`src/rtl/cpu_types_pkg.sv`:
```
// Shared CPU/memory types: data word, RAM handshake state, arbiter FSM
// states and the data-side operation kinds.
package cpu_types_pkg;

    localparam int unsigned WORD_W = 32;

    typedef logic [WORD_W-1:0] word_t;

    typedef enum logic [1:0] {
        FREE   = 2'd0,
        BUSY   = 2'd1,
        ACCESS = 2'd2,
        ERROR  = 2'd3
    } ramstate_t;

    typedef enum logic [1:0] {
        IDLE = 2'd0,
        IREQ = 2'd1,
        DREQ = 2'd2,
        RESP = 2'd3
    } arbiter_state_t;

    // Data-side operation latched at the start of a request
    typedef enum logic [1:0] {
        OP_LW = 2'd0,
        OP_SW = 2'd1,
        OP_LL = 2'd2,
        OP_SC = 2'd3
    } data_op_t;

endpackage

```
`src/rtl/link_register.sv`:
```
// Load-linked reservation: a valid bit plus the linked word address.
// Ports:
//   CLK, RST   clock, synchronous active-high reset
//   i_set      LL completed: mark valid and capture i_addr
//   i_clr      SC completed or plain store hit the linked address
//   i_addr     address captured on i_set
//   o_valid    reservation is held
//   o_addr     linked address
import cpu_types_pkg::*;

module link_register (
    input  logic  CLK,
    input  logic  RST,
    input  logic  i_set,
    input  logic  i_clr,
    input  word_t i_addr,
    output logic  o_valid,
    output word_t o_addr
);

    logic  r_valid;
    word_t r_addr;

    // Set wins over clear; the arbiter never raises both together
    always_ff @(posedge CLK) begin
        if (RST) begin
            r_valid <= 1'b0;
            r_addr  <= '0;
        end else if (i_set) begin
            r_valid <= 1'b1;
            r_addr  <= i_addr;
        end else if (i_clr) begin
            r_valid <= 1'b0;
        end
    end

    assign o_valid = r_valid;
    assign o_addr  = r_addr;

endmodule

```
`src/rtl/memory_arbiter.sv`:
```
// Arbitrates instruction fetch and data accesses onto a single RAM port.
// Data requests win over fetches. Every completed access produces a
// one-cycle ihit/dhit pulse in RESP, then the FSM returns to IDLE.
// Optional feature macro: LLSC_EN adds load-linked/store-conditional
// via a link_register instance; without it datomic is ignored.
// Ports:
//   CLK, RST                    clock, synchronous active-high reset
//   iREN, iaddr / iload, ihit   instruction fetch request / response
//   dREN, dWEN, daddr, dstore   data request (dWEN wins if both set)
//   datomic                     marks dREN as LL and dWEN as SC
//   dload, dhit                 data response (SC result under LLSC_EN)
//   ramREN, ramWEN, ramaddr,    RAM request port
//   ramstore
//   ramload, ramstate           RAM response and handshake state
//   stall_count                 cycles spent in IREQ/DREQ since reset
import cpu_types_pkg::*;

module memory_arbiter (
    input  logic      CLK,
    input  logic      RST,
    input  logic      iREN,
    input  word_t     iaddr,
    output word_t     iload,
    output logic      ihit,
    input  logic      dREN,
    input  logic      dWEN,
    input  word_t     daddr,
    input  word_t     dstore,
    input  logic      datomic,
    output word_t     dload,
    output logic      dhit,
    output logic      ramREN,
    output logic      ramWEN,
    output word_t     ramaddr,
    output word_t     ramstore,
    input  word_t     ramload,
    input  ramstate_t ramstate,
    output word_t     stall_count
);

    arbiter_state_t r_state;
    word_t          r_iload;
    word_t          r_dload;
    logic           r_ihit;
    logic           r_dhit;
    logic           r_ramREN;
    logic           r_ramWEN;
    word_t          r_ramaddr;
    word_t          r_ramstore;
    word_t          r_stall_count;

    logic w_d_req;
    logic w_req_live;
    logic w_done;

    assign w_d_req    = dREN | dWEN;
    // The requester that owns the current wait must keep its enable high
    assign w_req_live = (r_state == IREQ) ? iREN : w_d_req;
    assign w_done     = ((r_state == IREQ) || (r_state == DREQ)) &&
                        w_req_live && (ramstate == ACCESS);

`ifdef LLSC_EN
    data_op_t r_op;
    data_op_t w_new_op;
    logic     w_link_valid;
    word_t    w_link_addr;
    logic     w_link_set;
    logic     w_link_clr;
    logic     w_sc_fail;

    always_comb begin
        w_new_op = OP_LW;
        if (dWEN)
            w_new_op = datomic ? OP_SC : OP_SW;
        else if (dREN)
            w_new_op = datomic ? OP_LL : OP_LW;
    end

    // SC without a matching reservation completes without touching RAM
    assign w_sc_fail  = (w_new_op == OP_SC) &&
                        !(w_link_valid && (w_link_addr == daddr));
    assign w_link_set = w_done && (r_state == DREQ) && (r_op == OP_LL);
    assign w_link_clr = w_done && (r_state == DREQ) &&
                        ((r_op == OP_SC) ||
                         ((r_op == OP_SW) && (r_ramaddr == w_link_addr)));

    link_register u_link_register (
        .CLK     (CLK),
        .RST     (RST),
        .i_set   (w_link_set),
        .i_clr   (w_link_clr),
        .i_addr  (r_ramaddr),
        .o_valid (w_link_valid),
        .o_addr  (w_link_addr)
    );
`else
    logic w_unused_datomic;
    assign w_unused_datomic = datomic;
`endif

    // Arbiter FSM; RAM outputs are set on entry to IREQ/DREQ so they are
    // valid in the first wait cycle, and cleared on every exit.
    always_ff @(posedge CLK) begin
        if (RST) begin
            r_state       <= IDLE;
            r_iload       <= '0;
            r_dload       <= '0;
            r_ihit        <= 1'b0;
            r_dhit        <= 1'b0;
            r_ramREN      <= 1'b0;
            r_ramWEN      <= 1'b0;
            r_ramaddr     <= '0;
            r_ramstore    <= '0;
            r_stall_count <= '0;
`ifdef LLSC_EN
            r_op          <= OP_LW;
`endif
        end else begin
            r_ihit <= 1'b0;
            r_dhit <= 1'b0;
            case (r_state)
                IDLE: begin
                    if (w_d_req) begin
`ifdef LLSC_EN
                        r_op <= w_new_op;
                        if (w_sc_fail) begin
                            r_state <= RESP;
                            r_dhit  <= 1'b1;
                            r_dload <= '0;
                        end else begin
                            r_state    <= DREQ;
                            r_ramREN   <= ~dWEN;
                            r_ramWEN   <= dWEN;
                            r_ramaddr  <= daddr;
                            r_ramstore <= dstore;
                        end
`else
                        r_state    <= DREQ;
                        r_ramREN   <= ~dWEN;
                        r_ramWEN   <= dWEN;
                        r_ramaddr  <= daddr;
                        r_ramstore <= dstore;
`endif
                    end else if (iREN) begin
                        r_state    <= IREQ;
                        r_ramREN   <= 1'b1;
                        r_ramWEN   <= 1'b0;
                        r_ramaddr  <= iaddr;
                        r_ramstore <= '0;
                    end
                end
                IREQ, DREQ: begin
                    r_stall_count <= r_stall_count + 32'd1;
                    if (!w_req_live || w_done) begin
                        r_ramREN   <= 1'b0;
                        r_ramWEN   <= 1'b0;
                        r_ramaddr  <= '0;
                        r_ramstore <= '0;
                    end
                    if (!w_req_live) begin
                        r_state <= IDLE;
                    end else if (w_done) begin
                        r_state <= RESP;
                        if (r_state == IREQ) begin
                            r_iload <= ramload;
                            r_ihit  <= 1'b1;
                        end else begin
`ifdef LLSC_EN
                            r_dload <= (r_op == OP_SC) ? 32'd1 : ramload;
`else
                            r_dload <= ramload;
`endif
                            r_dhit  <= 1'b1;
                        end
                    end
                    // BUSY, FREE and ERROR: hold the request and retry
                end
                RESP: begin
                    r_state <= IDLE;
                end
                default: begin
                    r_state <= IDLE;
                end
            endcase
        end
    end

    assign iload       = r_iload;
    assign ihit        = r_ihit;
    assign dload       = r_dload;
    assign dhit        = r_dhit;
    assign ramREN      = r_ramREN;
    assign ramWEN      = r_ramWEN;
    assign ramaddr     = r_ramaddr;
    assign ramstore    = r_ramstore;
    assign stall_count = r_stall_count;

endmodule

```
`config.mk`:
```
export PLATFORM = sky130hd
export DESIGN_NAME = memory_arbiter
export DESIGN_NICKNAME = d
export VERILOG_FILES = /design/src/rtl/cpu_types_pkg.sv /design/src/rtl/link_register.sv /design/src/rtl/memory_arbiter.sv
export SDC_FILE = /design/constraint.sdc
export NUM_CORES = 1
export LEC_CHECK = 0
export CAP_MARGIN = 20
export CORE_ASPECT_RATIO = 0.6
export CORE_MARGIN = 2
export CORE_UTILIZATION = 39
export CTS_CLUSTER_DIAMETER = 100
export CTS_CLUSTER_SIZE = 10
export DETAILED_ROUTE_END_ITERATION = 16
export PLACE_DENSITY = 0.77
export SYNTH_ARGS = -nofsm -noshare
export SYNTH_HDL_FRONTEND = slang
export SYNTH_SLANG_ARGS = --single-unit
```
`constraint.sdc`:
```
create_clock -name CLK -period 2.1 [get_ports CLK]
set_input_delay 0.42 -clock CLK [delete_from_list [all_inputs] [get_ports CLK]]
set_output_delay 0.42 -clock CLK [all_outputs]
set_load 0.02 [all_outputs]
```
==> metrics.json <==
{
  "result_of_the_run": {"value": "complete, but fails checks"},
  "violations": {"value": "setup timing"},
  "power_density": {"value": 1080, "unit": "mW/mm2"},
  "number_of_drc_markers_after_the_initial_detailed_route_iteration": {"value": 360},
  "path_class": {"value": "flop to flop"},
  "synthFlopType": {"value": "sky130_fd_sc_hd__dfxtp_1"},
  "num_rows": {"value": 38},
  "track_usage": {"value": 21.1, "unit": "%"},
  "final_core_util": {"value": 64.0, "unit": "%"},
  "grt_start_max_net_pins": {"value": 87},
  "finalSetupViolations": {"value": 9},
  "r2r_start": {"value": "r_state[1]"},
  "hpwl": {"value": 15700, "unit": "um"},
  "gr_overflow_total": {"value": 0},
  "fp.dieH": {"value": 110, "unit": "um"},
  "post_syn_instances": {"value": 822},
  "ios": {"value": 300},
  "ys_async_sr_fraction": {"value": 0, "unit": "%"},
  "fmaxAchievable": {"value": 0.465, "unit": "GHz"},
  "dieArea": {"value": 0.0199, "unit": "mm2"},
  "yosys_warnings": {"value": 0},
  "worst_slack": {"value": -0.0499, "unit": "ns"},
  "timing.rr.end": {"value": "stall_count[23]"},
  "slew_headroom": {"value": 62.2, "unit": "%"},
  "tightest_slew": {"value": 0.567, "unit": "ns"},
  "initial_antenna_violation_count": {"value": 0},
  "dr_total_vias": {"value": 6925},
  "initial_core_util": {"value": 40.1, "unit": "%"},
  "post-route-period-util": {"value": 102, "unit": "%"},
  "clock_latency_reported_for_the_late_side_of_the_worst_skew_pair": {"value": 0.42, "unit": "ns"},
  "postSynthRegisterBits": {"value": 166},
  "numClockSinks": {"value": 166},
  "timing.max_cap.violations": {"value": 0},
  "netlist_area": {"value": 0.00731, "unit": "mm2"},
  "netlist_top_cells_area": {"value": "sky130_fd_sc_hd__dfxtp_1, sky130_fd_sc_hd__mux2i_1, sky130_fd_sc_hd__nand2b_1"},
  "min_period": {"value": 2.15, "unit": "ns"},
  "root_buffer": {"value": "sky130_fd_sc_hd__clkbuf_16"},
  "ant_nets": {"value": 0},
  "cts.path.max_buffers": {"value": 2},
  "totalNegativeSetupSlack": {"value": -0.221, "unit": "ns"},
  "cts-hold-fix-buffers": {"value": 0},
  "post_synth_num_cell_types": {"value": 40},
  "finalMaxSlewViolations": {"value": 0},
  "syn_area_per_cell": {"value": 8.89, "unit": "um2"},
  "detail_route.vias_per_cell": {"value": 4.99},
  "die-width": {"value": 181, "unit": "um"},
  "timing_hold_violations_final": {"value": 0},
  "place_area": {"value": 0.0109, "unit": "mm2"},
  "cp.required": {"value": 2.44, "unit": "ns"},
  "routabilityCongestion": {"value": 0.805},
  "mappedNetlistNets": {"value": 963},
  "first_global_vias": {"value": 6531},
  "io_buffers": {"value": 298},
  "rsz0062_at_grt": {"value": "true"},
  "insertedDiodeCount": {"value": 0},
  "post_drt_wl_per_cell": {"value": 15.8, "unit": "um"},
  "number_of_cts_inserted_buffers": {"value": 17},
  "hold_ws": {"value": 0.453, "unit": "ns"},
  "worst_clock_skew": {"value": 0.00937, "unit": "ns"},
  "worst-r2r-cell-count": {"value": 8},
  "final_area": {"value": 0.0117, "unit": "mm2"},
  "timing.critical_path.to": {"value": "stall_count[23]"},
  "tritoncts": {"value": "built"},
  "worstPathMaxFanout": {"value": 4},
  "netlist.top_cell.by_area": {"value": "sky130_fd_sc_hd__dfxtp_1"},
  "worst_ir_drop_vdd": {"value": 0.000626, "unit": "V"},
  "drive_above_1_share": {"value": 11.3, "unit": "%"},
  "synth-edff-count": {"value": 0},
  "worst_setup_path_startpoint": {"value": "r_state[1]"},
  "grt_pass1_wl": {"value": 33600, "unit": "um"},
  "dr.pass1.iters": {"value": 7},
  "syn_to_final_growth": {"value": 59.5, "unit": "%"},
  "regToRegSetupSlack": {"value": -0.05, "unit": "ns"},
  "critical_path_arrival": {"value": 2.49, "unit": "ns"},
  "synth_largest_type_area_fraction": {"value": 45.5, "unit": "%"},
  "htreeDepth": {"value": 4},
  "seq_area_frac_synth": {"value": 45.5, "unit": "%"},
  "core": {"value": 0.0182, "unit": "mm2"},
  "class_of_the_most_critical_hold_timing_path": {"value": "flop to flop"},
  "final_net_count": {"value": 1275},
  "postRouteWirelength": {"value": 21900, "unit": "um"},
  "cts.clk_slew.worst_paths": {"value": 0.06, "unit": "ns"},
  "worst_slack_after_detailed_placement": {"value": -0.194, "unit": "ns"},
  "critical_path.startpoint_type": {"value": "flop"},
  "drt_drc": {"value": 0},
  "leakage": {"value": 4.30, "unit": "nW"},
  "hold_start": {"value": "dload[23]"},
  "critPathCaptureType": {"value": "flop"}
}
## cells in the final DEF (no fill, tap or decap), types with 3 or more instances in the layout
cell type                           n
sky130_fd_sc_hd__inv_1              5
sky130_fd_sc_hd__buf_12            10
sky130_fd_sc_hd__ha_1               4
sky130_fd_sc_hd__nor2b_1            7
sky130_fd_sc_hd__a21oi_1           74
sky130_fd_sc_hd__mux2_2             6
sky130_fd_sc_hd__o21ai_0           37
sky130_fd_sc_hd__dfxtp_1          164
sky130_fd_sc_hd__nor4_2             4
sky130_fd_sc_hd__nor4_1             3
sky130_fd_sc_hd__or3_4              3
sky130_fd_sc_hd__nand3_1            8
sky130_fd_sc_hd__or4_1              7
sky130_fd_sc_hd__nand2_1          109
sky130_fd_sc_hd__nand4_1            8
sky130_fd_sc_hd__or4_4              4
sky130_fd_sc_hd__xnor2_1            3
sky130_fd_sc_hd__clkinv_4           3
sky130_fd_sc_hd__clkbuf_16         20
sky130_fd_sc_hd__a21oi_2            5
sky130_fd_sc_hd__buf_4             41
sky130_fd_sc_hd__clkdlybuf4s50_1  297
sky130_fd_sc_hd__o31ai_1            7
sky130_fd_sc_hd__xor2_1             6
sky130_fd_sc_hd__clkinv_2           3
sky130_fd_sc_hd__nor2_1            22
sky130_fd_sc_hd__inv_6              3
sky130_fd_sc_hd__nand2b_1         102
sky130_fd_sc_hd__o21ai_1            4
sky130_fd_sc_hd__and3_1             7
sky130_fd_sc_hd__or3_1             38
sky130_fd_sc_hd__mux2i_1           96
sky130_fd_sc_hd__buf_6              5
## cell families (layout without fill, tap and decap cells)
logic type,after synthesis,after routing,share of synthesized area [%]
fa+ha+maj,5,5,0.856
buf+inv,70,395,3.95
simple gates,335,335,24.7
mux,104,104,14.4
flops,166,166,45.5
xor+xnor,9,9,1.08
compound gates,133,133,9.62
## area by class of cell
cell class | instances | area, um2
clock buffer | 20 | 457
clock inverter | 12 | 93.8
fill | 1510 | 6550
inverter | 7 | 28.8
multi-input combinational | 586 | 3840
sequential | 166 | 3330
tap | 240 | 300
timing repair buffer | 356 | 3610
## sequential cells by signal (all words and copies together), names as in the netlist
register / cells
dhit: 1
dload: 32
ihit: 1
iload: 32
r_state: 2
ramREN: 1
ramWEN: 1
ramaddr: 32
ramstore: 32
stall_count: 32
## per-stage QoR
stage,instances,power (mW)
after global placement,1345,9.15
final,1387,12.5
after detailed placement,1345,9.23
after global routing,1387,13.2
after CTS,1377,12.2
after floorplan,822,6.82
## how the worst min path moves through the flow
stage | to | slack (ns) | depth (start not counted)
floorplan | r_state[1] | 0.49 | 2
global placement | dload[7] | 0.44 | 2
detailed placement | dload[31] | 0.45 | 2
CTS | dload[31] | 0.45 | 2
global route | dload[15] | 0.48 | 2
finish | dload[23] | 0.45 | 2
## critical path, cell delays in order, from the launching register on
cell and delay, ns:
sky130_fd_sc_hd__dfxtp_2 0.35, sky130_fd_sc_hd__inv_4 0.06, sky130_fd_sc_hd__ha_4 0.27, sky130_fd_sc_hd__nand4_1 0.11, sky130_fd_sc_hd__or4_4 0.58, sky130_fd_sc_hd__buf_6 0.14
sky130_fd_sc_hd__buf_4 0.12, sky130_fd_sc_hd__or3_1 0.31, sky130_fd_sc_hd__a21oi_1 0.13
## what timing repair did
action                                  4_1_cts  5_1_grt
pin swaps                                     0        8
buffers inserted                              0        6
gates cloned                                  0        4
hold endpoints to repair                      0        0
endpoints found under the setup margin        1       71
gates resized for setup                       1       25
## layer usage
metal / vias up / routed length [um] / share of wire (%) / GRT usage, %
met5: - / 0 / 0 / 0
met4: 0 / 411 / 1.9 / 7.20
met3: 32 / 1530 / 7.0 / 5.68
met2: 230 / 10200 / 47 / 35.5
met1: 3218 / 9780 / 45 / 26.6
li1: 3445 / - / - / -
## power by group
part	total [mW]	internal [mW]	switching, mW	leakage, nW
clock network	2.93	1.60	1.34	0.269
registers	4.12	3.79	0.326	1.35
logic	5.48	2.73	2.75	2.68
total	12.5	8.12	4.41	4.30
## cell usage after synthesis (2+ instances only)
cell and count:
sky130_fd_sc_hd__nor2_1 23, sky130_fd_sc_hd__a21oi_1 79, sky130_fd_sc_hd__or4_1 10, sky130_fd_sc_hd__xor2_1 6
sky130_fd_sc_hd__o21ai_0 39, sky130_fd_sc_hd__ha_1 5, sky130_fd_sc_hd__and4_1 2, sky130_fd_sc_hd__nor4_1 8
sky130_fd_sc_hd__o31ai_1 8, sky130_fd_sc_hd__clkbuf_1 49, sky130_fd_sc_hd__buf_1 2, sky130_fd_sc_hd__o21ai_1 2
sky130_fd_sc_hd__nor3_1 2, sky130_fd_sc_hd__nand4_1 8, sky130_fd_sc_hd__or3_1 41, sky130_fd_sc_hd__buf_2 9
sky130_fd_sc_hd__inv_1 7, sky130_fd_sc_hd__buf_4 2, sky130_fd_sc_hd__nand2b_1 102, sky130_fd_sc_hd__and3_1 7
sky130_fd_sc_hd__a311oi_1 2, sky130_fd_sc_hd__nand3_1 8, sky130_fd_sc_hd__nand2_1 109, sky130_fd_sc_hd__mux2i_1 97
sky130_fd_sc_hd__nor2b_1 7, sky130_fd_sc_hd__xnor2_1 3, sky130_fd_sc_hd__dfxtp_1 166, sky130_fd_sc_hd__mux2_2 6
sky130_fd_sc_hd__nor4b_1 2
No activity file was read; power rests on OpenSTA's default activity.
